[config.mk]
export PLATFORM = sky130hd
export DESIGN_NAME = mem_arbiter
export DESIGN_NICKNAME = d
export VERILOG_FILES = /design/src/rtl/mem_arbiter.sv
export SDC_FILE = /design/constraint.sdc
export NUM_CORES = 1
export LEC_CHECK = 0
export ABC_CLOCK_PERIOD_IN_PS = 3300
export CAP_MARGIN = 20
export CORE_ASPECT_RATIO = 0.75
export CORE_MARGIN = 3
export CORE_UTILIZATION = 49
export DETAILED_ROUTE_END_ITERATION = 6
export PLACE_DENSITY_LB_ADDON = 0.08
export SYNTH_ARGS = -nofsm -noshare
export SYNTH_HDL_FRONTEND = slang
export SYNTH_SLANG_ARGS = --single-unit
export TNS_END_PERCENT = 100
[constraint.sdc]
create_clock -name clk -period 3.3 [get_ports clk]
set_input_delay 0.495 -clock clk [delete_from_list [all_inputs] [get_ports clk]]
set_output_delay 0.495 -clock clk [all_outputs]
set_load 0.02 [all_outputs]
[src/rtl/mem_arbiter.sv]
// mem_arbiter: round-robin arbiter serialising instruction fetches and load/stores onto a byte-wide RAM port.
//   clk, rst (async active-low), rdy (global enable, low = freeze), flush (abort reads)
//   IF_req_valid/IF_pc -> MC_input_valid/MC_inst : 4-byte little-endian fetch
//   LSB_req_valid/LSB_is_store/LSB_size/LSB_addr/LSB_wdata -> LSB_done/LSB_rdata : 1/2/4-byte load or store
//   mem_din/mem_dout/mem_a/mem_wr : RAM byte port; io_buffer_full stalls store bytes
module mem_arbiter #(
  parameter int AddrWidth = 32,
  parameter int InstWidth = 32
) (
  input  logic                 clk,
  input  logic                 rst,
  input  logic                 rdy,
  input  logic                 IF_req_valid,
  input  logic [AddrWidth-1:0] IF_pc,
  output logic                 MC_input_valid,
  output logic [InstWidth-1:0] MC_inst,
  input  logic                 LSB_req_valid,
  input  logic                 LSB_is_store,
  input  logic [1:0]           LSB_size,
  input  logic [AddrWidth-1:0] LSB_addr,
  input  logic [InstWidth-1:0] LSB_wdata,
  output logic                 LSB_done,
  output logic [InstWidth-1:0] LSB_rdata,
  input  logic                 flush,
  input  logic [7:0]           mem_din,
  output logic [7:0]           mem_dout,
  output logic [AddrWidth-1:0] mem_a,
  output logic                 mem_wr,
  input  logic                 io_buffer_full
);
  typedef enum logic [1:0] {IDLE, IF_READ, LS_READ, LS_WRITE} state_e;
  state_e               state_q;
  logic [2:0]           cnt_q;
  logic [1:0]           nlast_q;
  logic                 last_grant_q;
  logic [AddrWidth-1:0] mem_a_q;
  logic [7:0]           mem_dout_q;
  logic                 mem_wr_q;
  logic [InstWidth-1:0] wdata_q;
  logic [InstWidth-1:0] rbuf_q;
  logic [InstWidth-1:0] mc_inst_q;
  logic [InstWidth-1:0] lsb_rdata_q;
  logic                 mc_valid_q;
  logic                 lsb_done_q;
  logic                 if_ok_d;
  logic                 ls_ok_d;
  logic                 grant_ls_d;
  logic                 grant_if_d;
  logic                 last_byte_d;
  logic [1:0]           ls_nlast_d;
  logic [InstWidth-1:0] asm_d;
  // A requester whose done pulse is still high has already been served this round.
  assign if_ok_d     = IF_req_valid && !mc_valid_q;
  assign ls_ok_d     = LSB_req_valid && !lsb_done_q;
  // last_grant_q = 1 means the LSB won last time, so the fetch side gets priority.
  assign grant_ls_d  = ls_ok_d && (!if_ok_d || !last_grant_q);
  assign grant_if_d  = if_ok_d && !grant_ls_d;
  assign ls_nlast_d  = LSB_size == 2'b00 ? 2'd0 : LSB_size == 2'b01 ? 2'd1 : 2'd3;
  assign last_byte_d = cnt_q == {1'b0, nlast_q};
  // rbuf_q is cleared at grant, so shorter loads come out zero-extended.
  assign asm_d       = rbuf_q | (InstWidth'(mem_din) << {cnt_q, 3'b000});
  assign MC_input_valid = mc_valid_q;
  assign MC_inst        = mc_inst_q;
  assign LSB_done       = lsb_done_q;
  assign LSB_rdata      = lsb_rdata_q;
  assign mem_a          = mem_a_q;
  assign mem_dout       = mem_dout_q;
  // Write strobe is masked immediately by freeze or IO back-pressure so no byte is issued twice or lost.
  assign mem_wr         = mem_wr_q && rdy && !io_buffer_full;
  always_ff @(posedge clk or negedge rst) begin
    if (!rst) begin
      state_q      <= IDLE;
      cnt_q        <= '0;
      nlast_q      <= '0;
      last_grant_q <= 1'b0;
      mem_a_q      <= '0;
      mem_dout_q   <= '0;
      mem_wr_q     <= 1'b0;
      wdata_q      <= '0;
      rbuf_q       <= '0;
      mc_inst_q    <= '0;
      lsb_rdata_q  <= '0;
      mc_valid_q   <= 1'b0;
      lsb_done_q   <= 1'b0;
    end else begin
      mc_valid_q <= 1'b0;
      lsb_done_q <= 1'b0;
      if (rdy) begin
        case (state_q)
          IDLE: begin
            if (!flush && (grant_ls_d || grant_if_d)) begin
              cnt_q        <= '0;
              rbuf_q       <= '0;
              last_grant_q <= grant_ls_d;
              mem_a_q      <= grant_ls_d ? LSB_addr : IF_pc;
              nlast_q      <= grant_ls_d ? ls_nlast_d : 2'd3;
              mem_wr_q     <= grant_ls_d && LSB_is_store;
              state_q      <= !grant_ls_d ? IF_READ : LSB_is_store ? LS_WRITE : LS_READ;
              if (grant_ls_d && LSB_is_store) begin
                mem_dout_q <= LSB_wdata[7:0];
                wdata_q    <= LSB_wdata >> 8;
              end
            end
          end
          IF_READ, LS_READ: begin
            if (flush) begin
              state_q <= IDLE;
            end else if (last_byte_d) begin
              state_q <= IDLE;
              if (state_q == IF_READ) begin
                mc_valid_q <= 1'b1;
                mc_inst_q  <= asm_d;
              end else begin
                lsb_done_q  <= 1'b1;
                lsb_rdata_q <= asm_d;
              end
            end else begin
              rbuf_q  <= asm_d;
              cnt_q   <= cnt_q + 3'd1;
              mem_a_q <= mem_a_q + 1'b1;
            end
          end
          LS_WRITE: begin
            if (!io_buffer_full) begin
              if (last_byte_d) begin
                mem_wr_q   <= 1'b0;
                lsb_done_q <= 1'b1;
                state_q    <= IDLE;
              end else begin
                cnt_q      <= cnt_q + 3'd1;
                mem_a_q    <= mem_a_q + 1'b1;
                mem_dout_q <= wdata_q[7:0];
                wdata_q    <= wdata_q >> 8;
              end
            end
          end
          default: state_q <= IDLE;
        endcase
      end
    end
  end
endmodule

# Yosys cells after proc, flatten, opt, wreduce, memory -nomap -nowiden
# Cells that the tools add are included.
# word_totals
regBits	179
latch_bits	0
ram_bits	0
romBits	0
input_bits	114
output_inout_bits	107
elab_cells	112
n_memories	0
# op_classes
n_addsub	2
mul	0
div	0
n_lt_le_gt_ge	0
eq_ne	12
shifts	1
mux	51
n_bitwise	3
n_reduce_logical	30
# op_table
op	count
$mux W32	12
$pmux W32 S2	2
$pmux W32 S3	1
$add A32 B1 Y32 const B	1
$mux W8	4
$or A32 B32 Y32	1
$shl A8 B6 Y32	1
$reduce_and A5 Y1	4
$mux W2	8
$pmux W8 S2	1
$mux W1	15
$ne A2 B2 Y1 const B	7
$mux W3	4
$pmux W3 S3	1
$logic_and A1 B1 Y1	8
$logic_not A1 Y1	7
$pmux W2 S3	1
$reduce_and A3 Y1	2
$reduce_and A6 Y1	1
$eq A2 B1 Y1 const B	2
$eq A2 B2 Y1 const B	2
$logic_not A2 Y1	2
$pmux W1 S2	2
$reduce_and A4 Y1	1
other kinds (6)	9

# Longest topological paths before layout
# Gate-level depths: netlist of the first run.
# depth
ltp_word	11
ltp_mapped	12
mapped_depth_nobuf	7

# Least setup slack after synthesis of the first run
# Ideal clock, no wire load.
# synth_timing
kind	reg2reg
startpoint	register state_q[0]
endpoint	register mem_a_q[24], in the netlist mem_a[24]
setup_ns	0.126
arrival_ns	2.274
required_ns	3.174
path_slack_ns	0.899
path_stages_with_launch	11
synth_period_minus_slack_ns	2.401
cell_sequence	dfrtp_1 inv_1 ha_1 o21a_1 a311o_1 buf_6 or2_1 buf_6 buf_6 o2bb2ai_1 a311o_1
# synth_via
elab_chain_cells	4
word_cells_on_any_way	10
classes_between	eq/ne: 6; mux: 1; reduce/logical: 3
# synth_rtl
item	line_no	source
start, declared	32	state_e state_q;
start signal, assigned	98	state_q <= !grant_ls_d ? IF_READ : LSB_is_store ? LS_WRITE : LS_READ;
$eq A2 B1 Y1 / $eq A2 B2 Y1 (equally long branches)	89	case (state_q)
$reduce_or A2 Y1	89	
$ne A2 B2 Y1 (no line)	n/a	
$reduce_and A4 Y1 (no line)	n/a	
end signal, assigned	95	mem_a_q <= grant_ls_d ? LSB_addr : IF_pc;
end signal, assigned	120	mem_a_q <= mem_a_q + 1'b1;
end signal, assigned	131	mem_a_q <= mem_a_q + 1'b1;
end, declared	36	logic [AddrWidth-1:0] mem_a_q;
# Parallel ways exist; a longest one is shown, timed or not.
# A chain may end at the register's enable or synchronous reset.

# Worst setup path in the final report of the first run
# layout_timing
startpoint	register state_q[0]
endpoint	register mem_a_q[27], in the netlist mem_a[27]
# The elaborated chain is that of the path after synthesis.

==> results of run 1 <==
area by class of cell:
cell class	count	area (µm²)	share of cell area
inverters	12	45.0	0.00402
repair buffers	247	2430	0.217
multi-input cells	625	3630	0.324
clock inverters	13	111	0.00994
flip-flops and latches	171	4280	0.382
well taps	210	263	0.0235
clock buffers	18	439	0.0392
cell usage in the layout, fill, tap and decap left out, drive strengths merged, types with 6 or more instances in the layout:
cell type / Yosys / final
a21oi: 72 / 72
buf: 20 / 27
clkbuf: 37 / 18
clkdlybuf4s50: 0 / 219
clkinv: 1 / 6
dfrtp: 171 / 171
ha: 6 / 6
inv: 11 / 16
mux2: 10 / 10
mux2i: 54 / 54
nand2: 155 / 155
nand3: 25 / 25
nand4: 13 / 13
nor2: 50 / 50
nor3: 19 / 19
nor4: 15 / 15
o211ai: 6 / 6
o21ai: 107 / 107
o221ai: 12 / 12
o2bb2ai: 7 / 7
or2: 6 / 6
stage by stage:
| stage | total power [W] | cells | instance area, µm² | setup slack [ns] |
|---|---|---|---|---|
| floorplan | 0.00619 | 866 | 8210 | 0.899 |
| global placement | 0.00803 | 1264 | 10600 | 0.416 |
| detailed placement | 0.00813 | 1264 | 10600 | 0.412 |
| CTS | 0.0101 | 1296 | 11200 | 0.577 |
| global route | 0.0107 | 1296 | 11200 | 0.360 |
| finish | 0.0100 | 1296 | 11200 | 0.586 |
Yosys cell counts, types with 3 or more instances:
library cell / instances
a21oi_1: 72
a22oi_1: 5
a2bb2oi_1: 4
a311o_1: 5
and3_1: 5
and4_1: 5
buf_1: 6
buf_2: 7
buf_6: 5
clkbuf_1: 37
dfrtp_1: 171
ha_1: 6
inv_1: 11
mux2_2: 10
mux2i_1: 54
nand2_1: 155
nand3_1: 25
nand4_1: 12
nor2_1: 50
nor3_1: 18
nor4_1: 14
o211ai_1: 6
o21a_1: 3
o21ai_0: 107
o221ai_1: 12
o2bb2ai_1: 7
or2_2: 4
or3_1: 3
worst max path at each step:
stage,start,to
after floorplan,state_q[0],mem_a[24]
after global placement,rdy,mem_a[6]
after detailed placement,flush,mem_a[6]
after CTS,state_q[0],mem_a[27]
after global routing,state_q[1],mem_a[6]
final,state_q[0],mem_a[27]
report_power, final:
group / switching (W) / leakage, nW / internal [W]
clock: 0.000884 / 0.263 / 0.000999
combinational: 0.00250 / 2.30 / 0.00198
sequential: 0.000694 / 2.15 / 0.00294
layer usage:
metal | vias up | track usage | share of wire
met3 | 26 | 0.0614 | 0.096
met4 | 0 | 0.0711 | 0.014
met1 | 3487 | 0.388 | 0.47
met5 | - | 0 | 0
met2 | 314 | 0.343 | 0.42
li1 | 3531 | - | -
worst max-delay path, cell delays in order, from the launching register on:
cell	delay (ns)
dfrtp_1	0.39
inv_1	0.08
ha_1	0.36
o21a_1	0.20
a311o_1	0.34
or2_1	0.56
or4b_1	0.63
nand3_1	0.10
state kept, by name, indices dropped and copies added (netlist names), 2 cells and up:
register   flops
mem_a         32
wdata_q       24
nlast_q        2
mem_dout       8
rbuf_q        32
MC_inst       32
LSB_rdata     32
state_q        2
cnt_q          3
repair_timing:
item | 4_1_cts | 5_1_grt
hold buffers | 1 | 0
setup buffers | 0 | 0
endpoints found under the hold margin | 16 | 0
resized for setup | 0 | 0
endpoints found under the setup margin | 0 | 0
logic make-up after synthesis:
kind of cell | after synthesis | synth area share
flops | 171 | 0.521
buf+inv | 70 | 0.0392
fa+ha+maj | 6 | 0.00914
compound gates | 241 | 0.174
simple gates | 312 | 0.175
mux | 64 | 0.0795
xor+xnor | 2 | 0.00213
==> results.json, run 1 <==
{
  "nets": 1194,
  "ys_types": 62,
  "ys.flop_type": "dfrtp_1",
  "rrSetupSlack_ns": 0.59,
  "clock.fmax_mhz": 369,
  "track_usage": 0.249,
  "drtPass1Iterations": 5,
  "die_x_um": 155,
  "fp.coreArea_um2": 16200,
  "num_vias": 7358,
  "p_per_area_nw_per_um2": 893,
  "min_path_type": "register to register",
  "drcViolationCount": 0,
  "synth_top_area_share": 0.521,
  "dieArea_um2": 18400,
  "ir_drop_mv": 0.447,
  "yosys.area.top_type": "dfrtp_1",
  "ant_nets": 0,
  "synth-edff-count": 0,
  "io-pin-count": 221,
  "endpoint_kind": "register",
  "synth_seq_cells": 171,
  "async_flop_share": 1.00,
  "initial_utilization": 0.506,
  "whs_path_depth": 2,
  "setup_viol": 0,
  "min_from": "rbuf_q[9]",
  "rsz0062_at_grt": "false",
  "num_rows": 40,
  "gp_congestion": 0.843,
  "vias_per_cell": 5.68,
  "worstPathMaxFanout": 25,
  "grt_pass1_vias": 6860,
  "drt_iter0_markers": 607,
  "finalWirelength_um": 22900,
  "period_needed_ns": 2.71,
  "worstSetupPathType": "register to register",
  "whs_ns": 0.481,
  "cap_violations": 0,
  "final_util": 0.691,
  "numCtsBuffers": 17,
  "cts-root-buf": "clkbuf_16",
  "num_antenna_cells": 0,
  "path_clk_slew_ns": 0.07,
  "gr-total-overflow": 0,
  "finalHoldViolCount": 0,
  "syn_area_per_cell_um2": 9.48,
  "r2r_start": "state_q[0]",
  "critPathArrivalTime_ns": 3.08,
  "worstMarginPinSlew_ns": 0.872,
  "numPortBuffers": 220,
  "start_kind": "register",
  "synth_warnings": 0,
  "drive_above_1_share": 0.0746,
  "cts_tree": "yes",
  "drv_slew": 0,
  "finalCritPeriodShare": 0.822,
  "synth.area.top_cells": "dfrtp_1 52%, nand2_1 7.1%, mux2i_1 6.6%, o21ai_0 6.5%, a21oi_1 4.4%",
  "clockBufferDepth": 2,
  "wl_per_cell_um": 17.7,
  "yosysSeqAreaShare": 0.521,
  "clock_skew_ns": 0.0137,
  "r2r_cells": 7,
  "fillCellCount": 1340,
  "required_ns": 3.66,
  "netlist_instances": 866,
  "syn_to_final_growth_pct": 36.4,
  "relSlewSlack": 0.419,
  "hpwl_um": 16200,
  "clock_sinks": 171,
  "min_delay_worst_endpoint": "rbuf_q[9]",
  "finalSetupTns_ns": 0,
  "worstReg2RegEnd": "mem_a[27]",
  "die_h_um": 118,
  "grt_pass1_wl_um": 36700,
  "status": "complete, no violations",
  "power.leakage_nw": 4.71,
  "htreeDepth": 4,
  "antenna_found_initial": 0,
  "syn_area_um2": 8210,
  "synth_nets": 986,
  "grt_max_degree": 83,
  "clock_latency_ns": 0.43
}
No activity file was read; power rests on OpenSTA's default activity.
==> inputs of run 2 (changes only) <==
ABC_CLOCK_PERIOD_IN_PS = 2400   (was 3300)
CORE_UTILIZATION = 44   (was 49)
clock period = 2.4 ns   (was 3.3 ns; I/O delays follow)
==> run 2 against run 1 <==
Worst hold slack worse by 0.028 ns. Critical path depth up 3. Cell count up 4.8%. Routed wire length up 1.1%. Combinational power up 47%. Core utilization down 4.6 points. Non-clock buffer count up 29. Sequential cell count unchanged. Critical path type unchanged. Via count down 0.14%. Die area up 11%. Clock power up 43%.
==> results.json, run 2 (synthesis results as in run 1) <==
{
  "gr-total-overflow": 0,
  "num_rows": 42,
  "setup_viol": 0,
  "grt.met2_usage": 0.303,
  "power.leakage_nw": 4.89,
  "drt_iter0_markers": 446,
  "cpPeakStageDelay_ns": 0.38,
  "vias_per_cell": 5.41,
  "numPortBuffers": 220,
  "use_met3": 0.0711,
  "numCtsBuffers": 17,
  "clock_skew_ns": 0.0114,
  "clock.fmax_mhz": 433,
  "min_path_type": "primary input to asynchronous set/reset pin",
  "ir_drop_mv": 0.635,
  "final_common_cell": "clkdlybuf4s50_1",
  "relSlewSlack": 0.611,
  "finalWirelength_um": 23100,
  "grt_pass1_vias": 6868,
  "initial_utilization": 0.457,
  "die_x_um": 164,
  "finalCritPeriodShare": 0.963,
  "grt_max_degree": 66,
  "r2r_start": "state_q[0]",
  "num_vias": 7348,
  "drv_slew": 0,
  "drtPass1Iterations": 5,
  "clockBufferDepth": 2,
  "antenna_found_initial": 0,
  "syn_to_final_growth_pct": 41.1,
  "fin_area_um2": 11600,
  "required_ns": 2.71,
  "cts_tree": "yes",
  "clock_latency_ns": 0.43,
  "worstSetupPathType": "register to register",
  "io-pin-count": 221,
  "fp.coreArea_um2": 18000,
  "die_h_um": 124,
  "num_antenna_cells": 0,
  "critPathSlowestCell": "dfrtp_1",
  "worstPathMaxFanout": 13,
  "most-common-layout-cells": "219 x clkdlybuf4s50_1, 171 x dfrtp_1, 155 x nand2_1",
  "placed_area_um2": 11000,
  "path_clk_slew_ns": 0.07,
  "grt_pass1_wl_um": 37400,
  "endpoint_kind": "register",
  "track_usage": 0.229,
  "htreeDepth": 4,
  "p_per_area_nw_per_um2": 1220,
  "drcViolationCount": 0,
  "cts-root-buf": "clkbuf_16",
  "cp_cell_sequence": "inv_1, ha_4, o21a_1, a311o_1, buf_4, buf_4, nor2_1, buf_4, and4_1, nor3_1",
  "cap_violations": 0,
  "dp_slack_ns": -0.158,
  "rrSetupSlack_ns": 0.09,
  "critPathArrivalTime_ns": 2.62,
  "crit_path_start": "state_q[0]",
  "grt_use_met1": 0.364,
  "rsz0062_at_grt": "false",
  "worst_slack_ns": 0.0886,
  "drive_above_1_share": 0.0995,
  "status": "complete, no violations",
  "cts_setup_buffers": 0,
  "clock_sinks": 171,
  "hpwl_um": 16900,
  "nets": 1223,
  "ant_nets": 0,
  "period_needed_ns": 2.31,
  "cp_common_cell": "buf_4",
  "start_kind": "register",
  "grt-busiest-layer": "met1",
  "gp_congestion": 0.844,
  "worstMarginPinSlew_ns": 0.583,
  "final_util": 0.645,
  "wl_per_cell_um": 17.0,
  "dieArea_um2": 20400,
  "finalHoldViolCount": 0,
  "r2r_cells": 10
}
[run 2: layout make-up]
cell class,count,area [µm²]
timing repair buffer,276,2760
clock inverter,13,131
sequential,171,4280
multi-input combinational,625,3640
clock buffer,19,433
inverter,12,45.0
fill,1522,6380
tap,242,303
[run 2: path summary, 6_finish.rpt]
check | end
worst max-delay path | mem_a[23]
worst min-delay path | MC_inst[12]
worst max register to register | mem_a[23]
worst min register to register | MC_inst[19]
max in group asynchronous | mem_a[11]
min in group clk | MC_inst[19]
[run 2: routing by layer]
metal / vias up / routed length (µm)
met5: - / 0
met4: 0 / 210
met3: 18 / 2020
met2: 251 / 9460
met1: 3495 / 11400
li1: 3584 / -
[run 2: timing repair]
item | in CTS | in global routing
setup endpoints to repair | 0 | 17
hold buffers | 1 | 0
hold endpoints to repair | 50 | 0
gates resized for setup | 0 | 2
[run 2: worst max-delay path: cells and delay by family, from the launching register on]
family	cells	cell delay, ns
fa+ha+maj	1	0.22
compound gates	2	0.55
simple gates	3	0.36
buf+inv	4	0.68
flops	1	0.38
[run 2: per-stage QoR]
| step | hold slack (ns) | instances | total power, W | TNS, ns |
|---|---|---|---|---|
| 2_1_floorplan | 0.0644 | 866 | 0.00853 | 0 |
| 6_report | 0.453 | 1358 | 0.0142 | 0 |
| 3_3_place_gp | 0.359 | 1325 | 0.0114 | -1.63 |
| 5_1_grt | 0.493 | 1358 | 0.0151 | 0 |
| 4_1_cts | 0.467 | 1358 | 0.0142 | 0 |
| 3_5_place_dp | 0.360 | 1325 | 0.0115 | -2.70 |
[run 2: power by group]
part / total [W] / switching (W) / internal (W) / leakage (nW)
logic: 0.00658 / 0.00357 / 0.00301 / 2.47
clock network: 0.00268 / 0.00122 / 0.00146 / 0.265
registers: 0.00492 / 0.000883 / 0.00404 / 2.15
total: 0.0142 / 0.00567 / 0.00850 / 4.89
==> inputs of run 3 (changes only) <==
GPL_TIMING_DRIVEN = 1   (was unset)
==> results of run 3 <==
Final layout, timing and power as in run 2 (identical DEF).
